$ cat config.mk
export PLATFORM = sky130hd
export DESIGN_NAME = uart_rx
export DESIGN_NICKNAME = d
export VERILOG_FILES = /design/src/rtl/uart_pkg.sv /design/src/rtl/uart_sync2.sv /design/src/rtl/uart_rx.sv
export SDC_FILE = /design/constraint.sdc
export NUM_CORES = 1
export LEC_CHECK = 0
export CORE_MARGIN = 2
export CORE_UTILIZATION = 49
export DETAILED_ROUTE_END_ITERATION = 7
export PLACE_DENSITY = 0.72
export REMOVE_ABC_BUFFERS = 1
export SYNTH_ARGS = -nofsm -noshare
export SYNTH_HDL_FRONTEND = slang
export SYNTH_SLANG_ARGS = --single-unit
$ cat constraint.sdc
create_clock -name clk -period 1.6 [get_ports clk]
set_input_delay 0.24 -clock clk [delete_from_list [all_inputs] [get_ports clk]]
set_output_delay 0.24 -clock clk [all_outputs]
set_load 0.005 [all_outputs]
$ cat src/rtl/uart_pkg.sv
// Shared UART definitions: receiver state encoding and frame constants
// common to the baud generator, receiver and transmitter.
package uart_pkg;

    localparam int UART_SAMPLES   = 16;
    localparam int UART_DATA_BITS = 8;

    typedef enum logic [2:0] {
        IDLE,
        START,
        DATA,
        PARITY,
        STOP
    } rx_state_t;

endpackage

$ cat src/rtl/uart_sync2.sv
// Two-flop synchronizer for asynchronous single-bit inputs; both flops
// reset to RESET_VAL so the output is quiet while reset is applied.
module uart_sync2 #(
    parameter logic RESET_VAL = 1'b1
) (
    input  logic clk,
    input  logic reset,
    input  logic d,
    output logic q
);

    logic meta;

    always_ff @(posedge clk or negedge reset) begin
        if (!reset) begin
            meta <= RESET_VAL;
            q    <= RESET_VAL;
        end else begin
            meta <= d;
            q    <= meta;
        end
    end

endmodule

$ cat src/rtl/uart_rx.sv
// UART receiver: 16x oversampled start detect, mid-bit sampling, byte output
// with valid/framing_err strobes. Define UART_RX_PARITY_EN for even parity.
//
// state  | meaning
// IDLE   | waiting for rx_s low (start edge)
// START  | counting to mid start bit, rejecting glitches
// DATA   | sampling DATA_BITS data bits, LSB first
// PARITY | sampling the parity bit (UART_RX_PARITY_EN only)
// STOP   | sampling the stop bit, then back to IDLE at mid-stop
module uart_rx
    import uart_pkg::*;
#(
    parameter int DATA_BITS = UART_DATA_BITS,
    parameter int SAMPLES   = UART_SAMPLES
) (
    input  logic                 clk,
    input  logic                 reset,
    input  logic                 tick,
    input  logic                 rx,
    output logic [DATA_BITS-1:0] data,
    output logic                 valid,
    output logic                 framing_err,
`ifdef UART_RX_PARITY_EN
    output logic                 parity_err,
`endif
    output logic                 busy
);

    localparam int SW = $clog2(SAMPLES);
    localparam logic [SW-1:0] S_MID  = SW'(SAMPLES / 2 - 1);
    localparam logic [SW-1:0] S_END  = SW'(SAMPLES - 1);
    localparam logic [2:0]    B_LAST = 3'(DATA_BITS - 1);

    logic                 rx_s;
    rx_state_t            state, state_nxt;
    logic [SW-1:0]        s_cnt, s_cnt_nxt;
    logic [2:0]           b_cnt, b_cnt_nxt;
    logic [DATA_BITS-1:0] shreg, shreg_nxt;
    logic [DATA_BITS-1:0] data_nxt;
    logic                 valid_nxt;
    logic                 ferr_nxt;
`ifdef UART_RX_PARITY_EN
    logic                 par_bit, par_bit_nxt;
    logic                 perr_nxt;
`endif

    uart_sync2 #(.RESET_VAL(1'b1)) u_sync (
        .clk   (clk),
        .reset (reset),
        .d     (rx),
        .q     (rx_s)
    );

    always_ff @(posedge clk or negedge reset) begin
        if (!reset) begin
            state       <= IDLE;
            s_cnt       <= '0;
            b_cnt       <= '0;
            shreg       <= '0;
            data        <= '0;
            valid       <= 1'b0;
            framing_err <= 1'b0;
`ifdef UART_RX_PARITY_EN
            par_bit     <= 1'b0;
            parity_err  <= 1'b0;
`endif
        end else begin
            state       <= state_nxt;
            s_cnt       <= s_cnt_nxt;
            b_cnt       <= b_cnt_nxt;
            shreg       <= shreg_nxt;
            data        <= data_nxt;
            valid       <= valid_nxt;
            framing_err <= ferr_nxt;
`ifdef UART_RX_PARITY_EN
            par_bit     <= par_bit_nxt;
            parity_err  <= perr_nxt;
`endif
        end
    end

    always_comb begin
        state_nxt = state;
        s_cnt_nxt = s_cnt;
        b_cnt_nxt = b_cnt;
        shreg_nxt = shreg;
        data_nxt  = data;
        valid_nxt = 1'b0;
        ferr_nxt  = 1'b0;
`ifdef UART_RX_PARITY_EN
        par_bit_nxt = par_bit;
        perr_nxt    = 1'b0;
`endif
        case (state)
            IDLE: begin
                // Start edge needs no tick; counting begins on the next tick.
                if (!rx_s) begin
                    state_nxt = START;
                    s_cnt_nxt = '0;
                end
            end
            START: begin
                if (tick) begin
                    if (s_cnt == S_MID) begin
                        s_cnt_nxt = '0;
                        b_cnt_nxt = '0;
                        state_nxt = rx_s ? IDLE : DATA;
                    end else begin
                        s_cnt_nxt = s_cnt + 1'b1;
                    end
                end
            end
            DATA: begin
                if (tick) begin
                    if (s_cnt == S_END) begin
                        s_cnt_nxt = '0;
                        shreg_nxt = {rx_s, shreg[DATA_BITS-1:1]};
                        b_cnt_nxt = b_cnt + 3'd1;
                        if (b_cnt == B_LAST) begin
`ifdef UART_RX_PARITY_EN
                            state_nxt = PARITY;
`else
                            state_nxt = STOP;
`endif
                        end
                    end else begin
                        s_cnt_nxt = s_cnt + 1'b1;
                    end
                end
            end
`ifdef UART_RX_PARITY_EN
            PARITY: begin
                if (tick) begin
                    if (s_cnt == S_END) begin
                        s_cnt_nxt   = '0;
                        par_bit_nxt = rx_s;
                        state_nxt   = STOP;
                    end else begin
                        s_cnt_nxt = s_cnt + 1'b1;
                    end
                end
            end
`endif
            STOP: begin
                if (tick) begin
                    if (s_cnt == S_END) begin
                        s_cnt_nxt = '0;
                        state_nxt = IDLE;
                        if (rx_s) begin
                            data_nxt  = shreg;
                            valid_nxt = 1'b1;
`ifdef UART_RX_PARITY_EN
                            perr_nxt  = ^{shreg, par_bit};
`endif
                        end else begin
                            ferr_nxt = 1'b1;
                        end
                    end else begin
                        s_cnt_nxt = s_cnt + 1'b1;
                    end
                end
            end
            default: state_nxt = IDLE;
        endcase
    end

    assign busy = (state != IDLE);

endmodule

; Word-level counts from Yosys, hierarchy flattened
; Index checks and enable logic that the tools add are counted.
[totals]
reg_bits = 30
in_bits = 4
out_inout_bits = 11
elab_cells = 65
[classes]
addsub = 2
n_eq_ne = 15
n_mux = 29
n_reduce_logical = 10
[op_table]
columns = cell, n
row1 = two-way mux 3 bit, 12
row2 = two-way mux 4 bit, 5
row3 = "inequality test 2 bit, second input constant", 8
row4 = case mux 3 bit (4 select lines), 1
row5 = case mux 4 bit (3 select lines), 1
row6 = two-way mux 1 bit, 8
row7 = AND reduction 4 bit, 2
row8 = AND reduction 8 bit, 1
row9 = "equality test 3 bit, second input constant", 2
row10 = case mux 3 bit (2 select lines), 1
row11 = nonzero test 3 bit, 2
row12 = AND reduction 5 bit, 1
row13 = "adder 4 x 1 -> 4 bit, second input constant", 1
row14 = "equality test 4 x 3 -> 1 bit, second input constant", 1
row15 = "equality test 4 bit, second input constant", 1
row16 = "adder 3 x 1 -> 3 bit, second input constant", 1
row17 = "equality test 3 x 1 -> 1 bit, second input constant", 1
row18 = "equality test 3 x 2 -> 1 bit, second input constant", 1
row19 = logical NOT 3 bit, 1
row20 = AND reduction 3 bit, 1
row21 = two-way mux 2 bit, 1
row22 = "inequality test 2 x 1 -> 1 bit, second input constant", 1
row23 = nonzero test 2 bit, 1
row24 = OR reduction 2 bit, 1

; Depth between registers and ports, before layout
[logic_depth]
ltp_word = 5
mapped_depth = 6
depth_no_buf = 5

; Hierarchy
; From an unflattened synthesis, not the netlist that was laid out.
[hier_totals]
cells_unflattened = 124
hier_area_um2 = 1381.3
[by_module_without_submodules]
columns = mod, instances, cells_per_inst, area_each_um2, seq_area_each_um2
row1 = uart_rx, 1, 122, 1328.8, 700.7
row2 = uart_sync2, 1, 2, 52.6, 52.6

; Worst setup path after synthesis
; Ideal clock, no wire load.
[synth_timing]
kind = register to register
from = reg s_cnt[0]
to = reg data[0]
setup_time_ns = 0.125
arrival_time_ns = 1.537
required_ns = 1.475
setup_slack_ns = -0.062
stages_incl_launch_ff = 7
n_path_buf = 1
synth_period_minus_slack_ns = 1.662
path_cell_list = dfrtp_1 ha_1 and2_4 and3_1 buf_6 nand4_4 mux2_2
[synth_between]
elab_chain_len = 2
[synth_lines]
columns = item, line
row1 = start: declaration, uart_rx.sv:36  ; logic [SW-1:0] s_cnt, s_cnt_nxt;
row2 = start signal: assignment, uart_rx.sv:69  ; s_cnt <= s_cnt_nxt;
row3 = equality test 4 bit, uart_rx.sv:146  ; if (s_cnt == S_END) begin
row4 = AND reduction 4 bit (no source line), n/a
row5 = end signal: assignment, uart_rx.sv:72  ; data <= data_nxt;
row6 = end: declaration, uart_rx.sv:20  ; output logic [DATA_BITS-1:0] data,
; No other way between the ends.
; A chain may end at the register's enable or synchronous reset.

; Worst setup path after layout
[layout_timing]
from = reg s_cnt[0]
to = reg data[3]
; The elaborated chain is that of the path after synthesis.

==> run metrics <==
IO buf count=14; Setup Skew=0.0142 ns; total track usage=19.7%; RSZ-0062 raised after global routing=yes; Worst setup EP type=flop; clk root buf=clkbuf_4; Yosys reg bits=30; post-synthesis cell area=1420 sq um; maximum fanout along the worst path=8; CTS H-tree depth=2; synthesis-to-layout area growth=29.5%; clock latency on the worst-skew pair=0.34 ns; Buf/Inv on CP=0; cell family with most CP delay=simple AND/OR/NAND/NOR gates; max_slew headroom=75.1%; Synth Area per Inst=11.7 sq um; final period utilization=97.7%; WL per Instance=14.9 um; Worst Setup Path Type=reg -> reg; crit path cell chain=ha_2 > and2_4 > and3_4 > nand4_4 > mux2_2; RePlAce Congestion=0.807; dpl hpwl=1990 um; Yosys warning count=0; status=complete, no violations; largest net degree at the start of global routing=31; crit path time final=1.56 ns; NumNets Final=166; Starting Density=51.5%; fill cell count=230; Sinks on Clock Net=30; CTS tree=done; Critical R2R Capture=data[3]; first-pass GRT wire length=4890 um; share of layout cells above drive strength 1=38.1%; Initial DRC Count=26; fmax=0.640 GHz; maxcap violations=0; Final setup viols=0; vias in the first global route=1119; Pwr Density=1020 nW/um^2; total core area=2760 sq um; clk slew on worst S/H paths=0.10 ns; worst slew pin tran=0.374 ns; Routed Antenna Nets=0; synthesized instance count=121; Worst VDD drop=0.786 mV; Total Wirelength=2840 um; CTS Buffer Depth=2; CP arrival=1.78 ns; num ports=15; Slowest-stage cell, CP=dfrtp_1; WP data required=1.82 ns; CTS buffer count=5; # DRC=0; number of antenna violations at the first check in global routing=0; row cnt=19; Antenna Cells=0; unique cell type count in the Yosys netlist=33; Largest stage delay, worst path=0.40 ns; Die Y=57.8 um; DR vias=1063; worst hold margin=0.266 ns; total power=0.00188 W; Fin Setup TNS=0 ns; die outline area=3340 sq um; total congestion overflow=0; R2R depth=5; static leakage=0.876 nW; Worst setup SP type=flop; Worst R2R Setup Slack=0.04 ns; fin. max-slew vios=0; First-pass DRT Iterations=4; Seq/Total Area, Yosys=53.1%; final hold vios=0; average via count per standard cell=5.57; Worst R2R Start=s_cnt[0]; width of the die=57.8 um; HP Class=in -> async
## kinds of logic (layout without fill, tap and decap cells)
group / count (synthesis) / count (layout) / synth area share (%)
simple gates: 36 / 36 / 15.1
flops: 30 / 30 / 53.1
compound gates: 22 / 22 / 9.88
mux: 20 / 20 / 15.5
buf+inv: 9 / 48 / 3.17
fa+ha+maj: 3 / 3 / 2.65
xor+xnor: 1 / 1 / 0.617
## final cells by class
class,instances,area (sq um),area share [%]
tap,31,38.8,2.11
multi-input combinational,82,671,36.5
inverter,4,15.0,0.817
sequential,30,753,41.0
timing repair buffer,36,300,16.3
clock inverter,1,5.00,0.272
clock buffer,7,55.1,3.00
## cells in the final DEF (no fill, tap or decap), types with 2 or more instances in the layout
master / instances
dfrtp_1: 28
o21ai_0: 7
nand2_1: 5
a21oi_1: 4
mux2_4: 2
o211ai_1: 3
dfstp_2: 2
o21a_1: 2
and2_1: 2
a21o_1: 2
nor2_1: 7
nor2b_2: 2
ha_1: 2
and2_4: 2
buf_4: 22
mux2_2: 14
nor2_2: 2
clkdlybuf4s50_1: 13
clkbuf_4: 5
mux2i_1: 4
inv_1: 4
nand3_1: 5
## power breakdown
group          internal (W)  switching [W]
registers          0.000839      0.0000448
clock network      0.000213       0.000267
logic              0.000267       0.000246
## worst reg2reg max path, stage by stage, from the launching register on
cell	delay, ns
dfrtp_1	0.40
ha_2	0.19
and2_4	0.15
and3_4	0.22
nand4_4	0.13
mux2_2	0.35
## worst max path at each step
| stage | startpoint | to | slack (ns) | cells past startpoint |
|---|---|---|---|---|
| after floorplan | s_cnt[0] | data[0] | -0.05 | 5 |
| after global placement | tick | shreg[5] | -0.12 | 4 |
| after detailed placement | tick | data[0] | -0.14 | 4 |
| after CTS | s_cnt[0] | data[3] | -0.0005 | 5 |
| after global routing | s_cnt[0] | data[3] | -0.05 | 5 |
| final | s_cnt[0] | data[3] | 0.04 | 5 |
## stage by stage
stage / util [%] / std cells / worst slack, ns / cell area [sq um]
after floorplan: - / 116 / -0.0454 / 1390
after global placement: 62.0 / 180 / -0.116 / 1710
after detailed placement: 62.0 / 180 / -0.144 / 1710
after CTS: 66.0 / 191 / -0.000460 / 1820
after global routing: 66.7 / 191 / -0.0510 / 1840
final: 66.7 / 191 / 0.0363 / 1840
## state kept, by name, summed over array words and instances, names as in the netlist
signal	cells
state	3
b_cnt	3
framing_err	1
shreg	8
data	8
valid	1
u_sync.q	1
s_cnt	4
u_sync.meta	1
## what timing repair did
| item | in CTS | in global routing |
|---|---|---|
| setup buffers | 3 | 1 |
| hold buffers | 0 | 0 |
| resized for setup | 10 | 9 |
| setup endpoints to repair | 20 | 25 |
| pin swaps | 2 | 3 |
## layer usage
metal	routed length, um	part of all wire [%]	up-vias	track usage [%]
li1	-	-	506	-
met1	1260	44	526	23.4
met2	1420	50	22	33.9
met3	77	2.7	9	4.02
met4	82	2.9	0	9.97
met5	0	0	-	0
## cell usage after synthesis
library cell | count | share of area (%)
nor2b_1 | 3 | 1.3
or3_1 | 1 | 0.44
inv_1 | 4 | 1.1
nand2_1 | 5 | 1.3
a2111oi_0 | 1 | 0.62
nand3_1 | 5 | 1.8
buf_2 | 3 | 1.1
buf_6 | 1 | 0.79
ha_1 | 3 | 2.6
or3b_1 | 1 | 0.62
o21ai_0 | 8 | 2.8
mux2_2 | 16 | 13
nor2_1 | 9 | 2.4
nand4b_1 | 1 | 0.62
nor3b_2 | 1 | 0.88
nor2_2 | 1 | 0.44
clkbuf_1 | 1 | 0.26
and2_4 | 1 | 0.62
o211ai_1 | 3 | 1.6
nand3b_1 | 1 | 0.53
dfstp_2 | 2 | 3.7
and2_1 | 3 | 1.3
dfrtp_1 | 28 | 49
o21a_1 | 2 | 1.1
a32o_1 | 1 | 0.71
a21o_1 | 2 | 1.1
nand2_2 | 1 | 0.44
a21oi_1 | 4 | 1.4
and3_1 | 2 | 0.88
xor2_1 | 1 | 0.62
a2bb2oi_1 | 1 | 0.62
nand4_4 | 1 | 1.5
mux2i_1 | 4 | 2.8
No activity file was read; power rests on OpenSTA's default activity.
